`src/rtl/reg_operand_fetch_pkg.sv`:
```
// rtl/reg_operand_fetch_pkg.sv - shared types for the register operand fetch stage
package reg_operand_fetch_pkg;

  localparam int NUM_REGS_DEF = 32;
  localparam int REG_ID_W_DEF = 5;
  localparam int VEC_W_DEF    = 256;
  localparam int OPC_W_DEF    = 8;

  typedef logic [REG_ID_W_DEF-1:0] RegisterID;
  typedef logic [VEC_W_DEF-1:0]    VectorValue;
  typedef logic [OPC_W_DEF-1:0]    opcode_t;

  typedef enum logic [1:0] {
    FS_IDLE  = 2'd0,
    FS_WAIT  = 2'd1,
    FS_ISSUE = 2'd2
  } fetch_state_t;

  // Decoded instruction as delivered by the decoder, at default widths
  typedef struct packed {
    opcode_t   opcode;
    RegisterID src0_id;
    RegisterID src1_id;
    RegisterID dst_id;
    logic      src0_used;
    logic      src1_used;
    logic      dst_used;
  } decoded_instr_t;

endpackage

```
`src/rtl/rof_wait_timer.sv`:
```
// rtl/rof_wait_timer.sv - consecutive WAIT-cycle counter with sticky expiry flag
module rof_wait_timer #(
  parameter int TIMEOUT_CYCLES = 1023
) (
  input  logic clk,
  input  logic rst_n,
  input  logic in_wait,
  output logic expired
);

  localparam int CNT_W = $clog2(TIMEOUT_CYCLES + 1);
  localparam logic [CNT_W-1:0] LIMIT = CNT_W'(TIMEOUT_CYCLES);
  localparam logic [CNT_W-1:0] LAST  = CNT_W'(TIMEOUT_CYCLES - 1);

  logic [CNT_W-1:0] cnt;

  // Count consecutive WAIT cycles, saturating at the limit, cleared when WAIT is left
  always_ff @(posedge clk or negedge rst_n) begin
    if (!rst_n) begin
      cnt <= '0;
    end else if (!in_wait) begin
      cnt <= '0;
    end else if (cnt != LIMIT) begin
      cnt <= cnt + CNT_W'(1);
    end
  end

  // Flag raises on the edge that completes the TIMEOUT_CYCLES-th WAIT cycle and stays up
  always_ff @(posedge clk or negedge rst_n) begin
    if (!rst_n) begin
      expired <= 1'b0;
    end else if (in_wait && cnt == LAST) begin
      expired <= 1'b1;
    end
  end

endmodule

```
`src/rtl/reg_operand_fetch.sv`:
```
// rtl/reg_operand_fetch.sv - operand fetch stage (optional OPERAND_FETCH_TIMEOUT_EN deadlock timer)
module reg_operand_fetch
  import reg_operand_fetch_pkg::*;
#(
  parameter int NUM_REGS       = 32,
  parameter int REG_ID_W       = 5,
  parameter int VEC_W          = 256,
  parameter int OPC_W          = 8,
  parameter int TIMEOUT_CYCLES = 1023
) (
  input  logic                clk,
  input  logic                rst_n,
  input  logic                dec_valid,
  output logic                dec_ready,
  input  logic [OPC_W-1:0]    dec_opcode,
  input  logic [REG_ID_W-1:0] dec_src0_id,
  input  logic [REG_ID_W-1:0] dec_src1_id,
  input  logic [REG_ID_W-1:0] dec_dst_id,
  input  logic                dec_src0_used,
  input  logic                dec_src1_used,
  input  logic                dec_dst_used,
  output logic [REG_ID_W-1:0] rf_rd0_id,
  output logic [REG_ID_W-1:0] rf_rd1_id,
  input  logic [VEC_W-1:0]    rf_rd0_data,
  input  logic [VEC_W-1:0]    rf_rd1_data,
  input  logic                rf_rd0_ok,
  input  logic                rf_rd1_ok,
  output logic                rf_inv_en,
  output logic [REG_ID_W-1:0] rf_inv_id,
  input  logic                rf_halted,
  output logic                ex_valid,
  input  logic                ex_ready,
  output logic [OPC_W-1:0]    ex_opcode,
  output logic [VEC_W-1:0]    ex_op0,
  output logic [VEC_W-1:0]    ex_op1,
  output logic [REG_ID_W-1:0] ex_dst_id,
  output logic                ex_dst_used,
  output logic                err_timeout,
  output logic                err_bad_id
);

  // One extra bit so NUM_REGS == 2**REG_ID_W still compares correctly
  localparam logic [REG_ID_W:0] NUM_REGS_L = (REG_ID_W + 1)'(NUM_REGS);

  fetch_state_t state;

  logic [OPC_W-1:0]    h_opcode;
  logic [REG_ID_W-1:0] h_src0_id, h_src1_id, h_dst_id;
  logic                h_src0_used, h_src1_used, h_dst_used;

  logic s0_in, s1_in, d_in;
  logic s0_use, s1_use, d_use;
  logic bad_id;
  logic accept, srcs_ready, capture, issue_done;

  assign s0_in  = ({1'b0, dec_src0_id} < NUM_REGS_L);
  assign s1_in  = ({1'b0, dec_src1_id} < NUM_REGS_L);
  assign d_in   = ({1'b0, dec_dst_id}  < NUM_REGS_L);
  // Out-of-range fields are dropped to "unused" so the instruction can still issue
  assign s0_use = dec_src0_used && s0_in;
  assign s1_use = dec_src1_used && s1_in;
  assign d_use  = dec_dst_used  && d_in;
  assign bad_id = (dec_src0_used && !s0_in) || (dec_src1_used && !s1_in) ||
                  (dec_dst_used && !d_in);

  assign dec_ready  = rst_n && (state == FS_IDLE) && !rf_halted;
  assign accept     = dec_valid && dec_ready;
  assign srcs_ready = (!h_src0_used || rf_rd0_ok) && (!h_src1_used || rf_rd1_ok);
  assign capture    = (state == FS_WAIT) && srcs_ready;
  assign issue_done = (state == FS_ISSUE) && ex_ready;
  assign ex_valid   = (state == FS_ISSUE);

  // Register-file addresses and the invalidate are only presented in WAIT
  assign rf_rd0_id = (state == FS_WAIT) ? h_src0_id : '0;
  assign rf_rd1_id = (state == FS_WAIT) ? h_src1_id : '0;
  assign rf_inv_en = capture && h_dst_used;
  assign rf_inv_id = rf_inv_en ? h_dst_id : '0;

  // Main sequencing: IDLE -> WAIT -> ISSUE -> IDLE
  always_ff @(posedge clk or negedge rst_n) begin
    if (!rst_n) begin
      state <= FS_IDLE;
    end else begin
      case (state)
        FS_IDLE:  if (accept)     state <= FS_WAIT;
        FS_WAIT:  if (srcs_ready) state <= FS_ISSUE;
        FS_ISSUE: if (ex_ready)   state <= FS_IDLE;
        default:                  state <= FS_IDLE;
      endcase
    end
  end

  // Hold register for the accepted instruction; unused IDs are zeroed
  always_ff @(posedge clk or negedge rst_n) begin
    if (!rst_n) begin
      h_opcode    <= '0;
      h_src0_id   <= '0;
      h_src1_id   <= '0;
      h_dst_id    <= '0;
      h_src0_used <= 1'b0;
      h_src1_used <= 1'b0;
      h_dst_used  <= 1'b0;
    end else if (accept) begin
      h_opcode    <= dec_opcode;
      h_src0_id   <= s0_use ? dec_src0_id : '0;
      h_src1_id   <= s1_use ? dec_src1_id : '0;
      h_dst_id    <= d_use  ? dec_dst_id  : '0;
      h_src0_used <= s0_use;
      h_src1_used <= s1_use;
      h_dst_used  <= d_use;
    end else if (issue_done) begin
      h_opcode    <= '0;
      h_src0_id   <= '0;
      h_src1_id   <= '0;
      h_dst_id    <= '0;
      h_src0_used <= 1'b0;
      h_src1_used <= 1'b0;
      h_dst_used  <= 1'b0;
    end
  end

  // Issue register: operands captured in the same cycle the invalidate goes out
  always_ff @(posedge clk or negedge rst_n) begin
    if (!rst_n) begin
      ex_opcode   <= '0;
      ex_op0      <= '0;
      ex_op1      <= '0;
      ex_dst_id   <= '0;
      ex_dst_used <= 1'b0;
    end else if (capture) begin
      ex_opcode   <= h_opcode;
      ex_op0      <= h_src0_used ? rf_rd0_data : '0;
      ex_op1      <= h_src1_used ? rf_rd1_data : '0;
      ex_dst_id   <= h_dst_id;
      ex_dst_used <= h_dst_used;
    end else if (issue_done) begin
      ex_opcode   <= '0;
      ex_op0      <= '0;
      ex_op1      <= '0;
      ex_dst_id   <= '0;
      ex_dst_used <= 1'b0;
    end
  end

  // Sticky flag for any used register ID outside the architectural range
  always_ff @(posedge clk or negedge rst_n) begin
    if (!rst_n) begin
      err_bad_id <= 1'b0;
    end else if (accept && bad_id) begin
      err_bad_id <= 1'b1;
    end
  end

`ifdef OPERAND_FETCH_TIMEOUT_EN
  rof_wait_timer #(
    .TIMEOUT_CYCLES(TIMEOUT_CYCLES)
  ) u_wait_timer (
    .clk     (clk),
    .rst_n   (rst_n),
    .in_wait (state == FS_WAIT),
    .expired (err_timeout)
  );
`else
  // Parameter kept so both builds share one interface
  logic unused_timeout_cfg;
  assign unused_timeout_cfg = (TIMEOUT_CYCLES != 0);
  assign err_timeout        = 1'b0;
`endif

endmodule

```
`config.mk`:
```
export PLATFORM = sky130hd
export DESIGN_NAME = reg_operand_fetch
export DESIGN_NICKNAME = d
export VERILOG_FILES = /design/src/rtl/reg_operand_fetch_pkg.sv /design/src/rtl/rof_wait_timer.sv /design/src/rtl/reg_operand_fetch.sv
export SDC_FILE = /design/constraint.sdc
export NUM_CORES = 1
export LEC_CHECK = 0
export CAP_MARGIN = 20
export CORE_AREA = 3 3 428 430
export CTS_BUF_LIST = sky130_fd_sc_hd__clkbuf_16
export DETAILED_ROUTE_END_ITERATION = 16
export DIE_AREA = 0 0 431 433
export PLACE_DENSITY = 0.42
export SYNTH_ARGS = -nofsm -noshare
export SYNTH_HDL_FRONTEND = slang
export SYNTH_SLANG_ARGS = --single-unit
```
`constraint.sdc`:
```
create_clock -name clk -period 2.8 [get_ports clk]
set_input_delay 0.56 -clock clk [delete_from_list [all_inputs] [get_ports clk]]
set_output_delay 0.56 -clock clk [all_outputs]
set_load 0.05 [all_outputs]
```
==> results of run 1 <==
-- worst paths after layout --
path | endpoint | slack (ps) | cells after the start
min reg2reg | ex_opcode[5] | 510 | 2
min in group clk | ex_op1[81] | 420 | 3
min | h_dst_used | 330 | 2
max in group asynchronous | ex_op0[44] | 1040 | 4
max reg2reg | ex_op1[177] | 830 | 6
max | ex_op1[94] | 160 | 1
-- metal layers --
layer,share of wire (%),global-route usage [%],vias up
met2,49,24.64,604
met3,6.4,3.969,177
li1,-,-,9979
met4,3.2,5.177,34
met1,41,18.13,10780
met5,0.16,0,-
-- cell usage in the layout, fill, tap and decap left out, drive strengths merged --
cell type	instances
a22o	1
and2	10
and3	6
buf	141
bufinv	3
clkbuf	79
clkdlybuf4s50	1030
clkinv	30
clkinvlp	3
conb	2
dfrtp	554
diode	16
dlygate4sd3	1
inv	35
mux2i	538
nand2	1081
nand2b	3
nand3	1
nand3b	1
nand4	14
nor2b	1
nor4b	1
o21ai	15
-- report_power, final --
group	total, mW	switching, mW	leakage, nW	internal (mW)
combinational	34.0	23.7	11.5	10.4
clock	9.47	4.10	1.22	5.36
sequential	14.5	2.48	7.51	12.0
total	58.0	30.2	20.2	27.8
-- what timing repair did --
item | CTS | global route
hold buffers | 1 | 0
endpoints found under the hold margin | 35 | 0
resized for setup | 4 | 0
setup endpoints to repair | 7 | 0
-- state kept, by name (all words and copies together), names as in the netlist --
signal       cells
h_dst_id         5
h_src0_id        5
h_src1_used      1
state            2
ex_opcode        8
ex_op1         256
ex_dst_used      1
h_src0_used      1
h_opcode         8
ex_op0         256
ex_dst_id        5
h_dst_used       1
h_src1_id        5
-- cell families (layout without fill, tap and decap cells) --
logic type / after synthesis / after routing / synth area share (%)
and+or+nand+nor: 1118 / 1118 / 17.34
AOI/OAI and AO/OA: 16 / 16 / 0.3374
muxes: 538 / 538 / 21.67
buffers and inverters: 202 / 1322 / 4.830
other: 1 / 18 / 0.01509
DFF: 554 / 554 / 55.80
-- area by class of cell --
type                       count  area, um2  area share, %
clock buffer                  79       1977          4.815
tap                         2370       2965          7.222
multi-input combinational   1674       9809          23.89
clock inverter                58      370.4         0.9020
antenna                       16      40.04        0.09751
timing repair buffer        1172      11980          29.17
inverter                      13      48.80         0.1188
sequential                   554      13870          33.78
==> metrics.md, run 1 <==
| Metric | Value |
|---|---|
| Run status | completed |
| Leak | approximately 20 nW |
| CP Launch Type | register |
| Worst IR Drop VDD | 0.0006618 V |
| Avg Vias per Cell | 3.634 |
| Number of flops mapped to enable cells by yosys | 0 |
| Largest net degree at the start of global routing | 149 |
| Drt wl/cell | about 24 um |
| CTS H-tree depth | 3 |
| Setup TNS | 0 ps |
| Layout fillers | slightly below 20000 |
| Clock Latency Late Sink | approximately 700 ps |
| Port bufs | 1088 |
| Period utilization | between 90% and 100% |
| CTS buffer count | 77 |
| Worst slack, placed | between 30 and 40 ps |
| CTS tree | built |
| Clk sink count | 554 |
| Worst hold-check path type | input pin to asynchronous set/reset pin |
| Top-count cell post-synth | nand2_1 |
| Fmax | 0.3787 GHz |
| Grt total ovfl | 0 |
| CP Cell Sequence | clkdlybuf4s50_1 |
| Crit. End Element | primary output |
| Sequential element share of the synthesized area | a little under three fifths |
| Routed Antenna Nets | 0 |
| Post-route cell area | 41060 um2 |
| Asr flop ratio synth | 100.0% |
| First-pass GRT wire length | between 150 and 200 mm |
| Final #Nets | ~4000 |
| Dpl hpwl | between 100 and 150 mm |
| Final Hold Viols | 0 |
| RSZ-0062 raised after global routing | false |
| Post-Syn Area | 24850 um2 |
| Post-CTS setup repair buffer count | 0 |
| GPL Wtd Cong | 0.8251 |
| Clk_skew | roughly 40 ps |
| Cell Area, Placed | slightly below 40000 um2 |
| CP Class | register to primary output |
| Inst Count DP | a little under 6000 |
| Finished Layout Cells | slightly below 6000 |
| I/O Pins | 1091 |
| Via count of the first global-routing pass | between 20000 and 25000 |
| Syn-to-layout area delta | 65.26% |
| Max-cap violations | 0 |
| Tmin final | ~2600 ps |
| Cell row count | approximately 160 |
| Clk slew on worst S/H paths | 60 ps |
| Die X | 431 um |
| Routed wire length | between 100 and 150 mm |
| Starting Density | 13.79% |
| Power Density | ~1400 nW/um2 |
| Root buffer cell | clkbuf_16 |
| Synth area leaders | dfrtp_1 56%, mux2i_1 22%, nand2_1 16%, buf_6 2.4%, clkbuf_1 1.7% |
| Main flop type after synthesis | dfrtp_1 |
| Vias | approximately 22000 |
| Core Area | 180200 um2 |
| Share of cells above drive strength 1 | between 7 and 8% |
| Max transition margin | between 30% and 40% |
| Final Setup Violations | 0 |
| YS warnings | 0 |
| Critical path buffer and inverter count | 1 |
| Arr. time, crit path | between 2000 and 2500 ps |
| Initial antenna violation count | 57 |
| WP data required | around 2200 ps |
| Slowest-stage cell, CP | clkdlybuf4s50_1 |
| Die Y | ~430 um |
| Fin util | between 20% and 30% |
| Crit-path max FO | 2 |
| Crit path from | ex_op1[94] |
| CTS max path bufs | 3 |
| DRC errors left | 0 |
| Top cells by count, synth | 1080 x nand2_1, 554 x dfrtp_1, 538 x mux2i_1 |
| Die area | roughly 190000 um2 |
| RR Startpoint | h_src1_used |
| TritonRoute pass-1 iters | 5 |
| Post-Synthesis Cells | 2429 |
| GRT Util Overall | 14.71% |
| Slew @ Worst Pin | 1019 ps |
| Max incr delay on CP | 1000 ps |
| Post-route setup slack | ~160 ps |
| Hold_ws | around 330 ps |
| Largest delay share family, worst path | buffers and inverters |
| Post-synth cell types | 20 |
| Synthesis-stage register bit count | 554 |
| Final slew viol count | 0 |
| Synth top area share | about 56% |
| Drt initial violations | ~1100 |
| Total power | 58.01 mW |
| Dominant cell type by area after synthesis | dfrtp_1 |
| Avg Cell Area, Syn | 10.23 um2 |
Note: power is estimated with default switching activity, not from simulation.
==> inputs of run 2 (changes only) <==
CTS_CLUSTER_SIZE = 25   (was not set)
==> results of run 2 <==
No change in the layout: final DEF, timing and power equal those of run 1.
==> inputs of run 3 (changes only) <==
RECOVER_POWER = 50   (was not set)
==> run 3 against run 2 <==
  * The flow now finishes with violations (max-slew violations)
  * Hold slack worse by 9.7 ps
  * Register-to-register slack worse by 590 ps
  * Core utilization fell by 0.16 points
  * Sequential share of layout area increased by 0.24 points
  * Clock power is essentially flat
  * Design area fell by 0.71%
  * Combinational power hardly changed
  * Cell count is essentially flat
  * Power decreased by 0.36%
  * First-iteration DRC count is 2.0% lower
  * Die area is the same
  * Wire length is essentially flat
==> metrics.md, run 3 (synthesized netlist as in run 1, its figures left out) <==
| Metric | Value |
|---|---|
| GPL Wtd Cong | 0.8251 |
| Reg2reg path depth | 6 |
| Max transition margin | -8.107% |
| TritonRoute pass-1 iters | 4 |
| Cell row count | roughly 160 |
| Via count of the first global-routing pass | between 20000 and 25000 |
| Root buffer cell | clkbuf_16 |
| Max incr delay on CP | 1000 ps |
| Power Density | 1418 nW/um2 |
| Reg2reg end | ex_op1[102] |
| Arr. time, crit path | between 2000 and 2500 ps |
| WP data required | approximately 2200 ps |
| Core Area | between 150000 and 200000 um2 |
| Die X | 431 um |
| Drt initial violations | between 1000 and 1500 |
| Commonest non-fill, non-tap cell in the layout | nand2_1 |
| Dpl hpwl | 111.6 mm |
| Routed Antenna Nets | 0 |
| I/O Pins | ~1100 |
| Avg Vias per Cell | ~3.6 |
| Drt wl/cell | ~24 um |
| Share of cells above drive strength 1 | under 10% |
| Initial antenna violation count | 57 |
| Clk_skew | slightly below 40 ps |
| Critical path buffer and inverter count | 1 |
| Max-cap violations | 0 |
| Final Setup Violations | 0 |
| Total power | 57.80 mW |
| Vias | 21620 |
| CTS max path bufs | 3 |
| Fmax | ~0.38 GHz |
| Worst hold-check path type | input pin to asynchronous set/reset pin |
| Tmin final | 2647 ps |
| DRC errors left | 0 |
| Clk slew on worst S/H paths | approximately 60 ps |
| Largest net degree at the start of global routing | about 150 |
| Failing checks | max-slew violations |
| Grt total ovfl | 0 |
| Worst IR Drop VDD | roughly 0.00066 V |
| Setup TNS | 0 ps |
| Die area | about 190000 um2 |
| CTS tree | built |
| Period utilization | 94.52% |
| Most frequent cells in the layout | 1080 x nand2_1, 1030 x clkdlybuf4s50_1, 552 x dfrtp_1, 538 x mux2i_1, 79 x clkbuf_16 |
| Largest delay share family, worst path | buffers and inverters |
| RR Startpoint | h_src1_used |
| CP Cell Sequence | clkdlybuf4s50_1 |
| Leak | roughly 20 nW |
| Clk sink count | 554 |
| Clock Latency Late Sink | roughly 700 ps |
| CP Launch Type | register |
| Run status | finished with violations |
| Routed wire length | 142.7 mm |
| RSZ-0062 raised after global routing | false |
| Port bufs | 1088 |
| Top Registers | ex_op0 (256), ex_op1 (256) |
| Syn-to-layout area delta | 64.09% |
| CTS buffer count | 77 |
| Crit. End Element | primary output |
| Final slew viol count | between 100 and 150 |
| CP Class | register to primary output |
| Crit-path max FO | 2 |
| Slowest-stage cell, CP | clkdlybuf4s50_1 |
| Die Y | between 400 and 500 um |
| Final Hold Viols | 0 |
| GRT Util Overall | 14.71% |
| Layout fillers | between 15000 and 20000 |
| Slew @ Worst Pin | roughly 1600 ps |
| Starting Density | 13.79% |
| First-pass GRT wire length | ~190 mm |
| Final #Nets | between 4000 and 5000 |
| Cell Area, Placed | 38650 um2 |
| Post-CTS setup repair buffer count | 0 |
| Post-route cell area | 40770 um2 |
| CTS H-tree depth | 3 |
| R2R Setup Slk | 240 ps |
## run 3: worst max-delay path by stage
stage / endpoint / from / depth (start not counted) / slack, ps
final: ex_op1[94] / ex_op1[94] / 1 / 150
after global routing: ex_op1[168] / state[1] / 6 / 30
after global placement: ex_op1[239] / rf_rd1_ok / 8 / 60
after detailed placement: ex_op1[52] / rf_rd1_ok / 7 / 30
after floorplan: rf_inv_id[0] / rf_rd1_ok / 5 / 700
after CTS: rf_inv_id[2] / h_src1_used / 4 / 10
## run 3: metal layers
metal / track usage [%] / part of all wire, % / vias up / wire [um]
met5: 0 / 0.15 / - / 221
li1: - / - / 9969 / -
met2: 24.64 / 49 / 609 / 69780
met1: 18.13 / 41 / 10830 / 59090
met4: 5.177 / 3.2 / 34 / 4556
met3: 3.969 / 6.3 / 176 / 9049
## run 3: final cells by class
| cell class | count | area [um2] | share of cell area [%] |
|---|---|---|---|
| Antenna cell | 17 | 42.54 | 0.1043 |
| Clock buffer | 79 | 1977 | 4.849 |
| Clock inverter | 58 | 370.4 | 0.9084 |
| Inverter | 13 | 48.80 | 0.1197 |
| Multi-Input combinational cell | 1674 | 9797 | 24.03 |
| Sequential cell | 554 | 13870 | 34.02 |
| Tap cell | 2370 | 2965 | 7.273 |
| Timing Repair Buffer | 1172 | 11700 | 28.69 |
## run 3: through the flow
| step | utilization, % | instances | worst slack, ps | hold slack, ps |
|---|---|---|---|---|
| floorplan | - | 2430 | 703.3 | 264.4 |
| global placement | 21.45 | 5782 | 62.74 | 430.2 |
| detailed placement | 21.45 | 5782 | 33.53 | 428.7 |
| CTS | 22.77 | 5920 | 11.39 | 227.4 |
| global route | 22.61 | 5924 | 33.57 | 284.2 |
| finish | 22.63 | 5937 | 153.4 | 323.1 |
## run 3: what timing repair did
action	CTS	global route
hold buffers	1	0
endpoints found under the setup margin	7	0
gates resized for setup	4	0
endpoints found under the hold margin	35	0
## run 3: where the power goes
part / internal [mW] / total, mW / switching [mW]
registers: 12.1 / 14.5 / 2.49
clock network: 5.36 / 9.47 / 4.10
logic: 10.1 / 33.8 / 23.7
total: 27.6 / 57.8 / 30.2
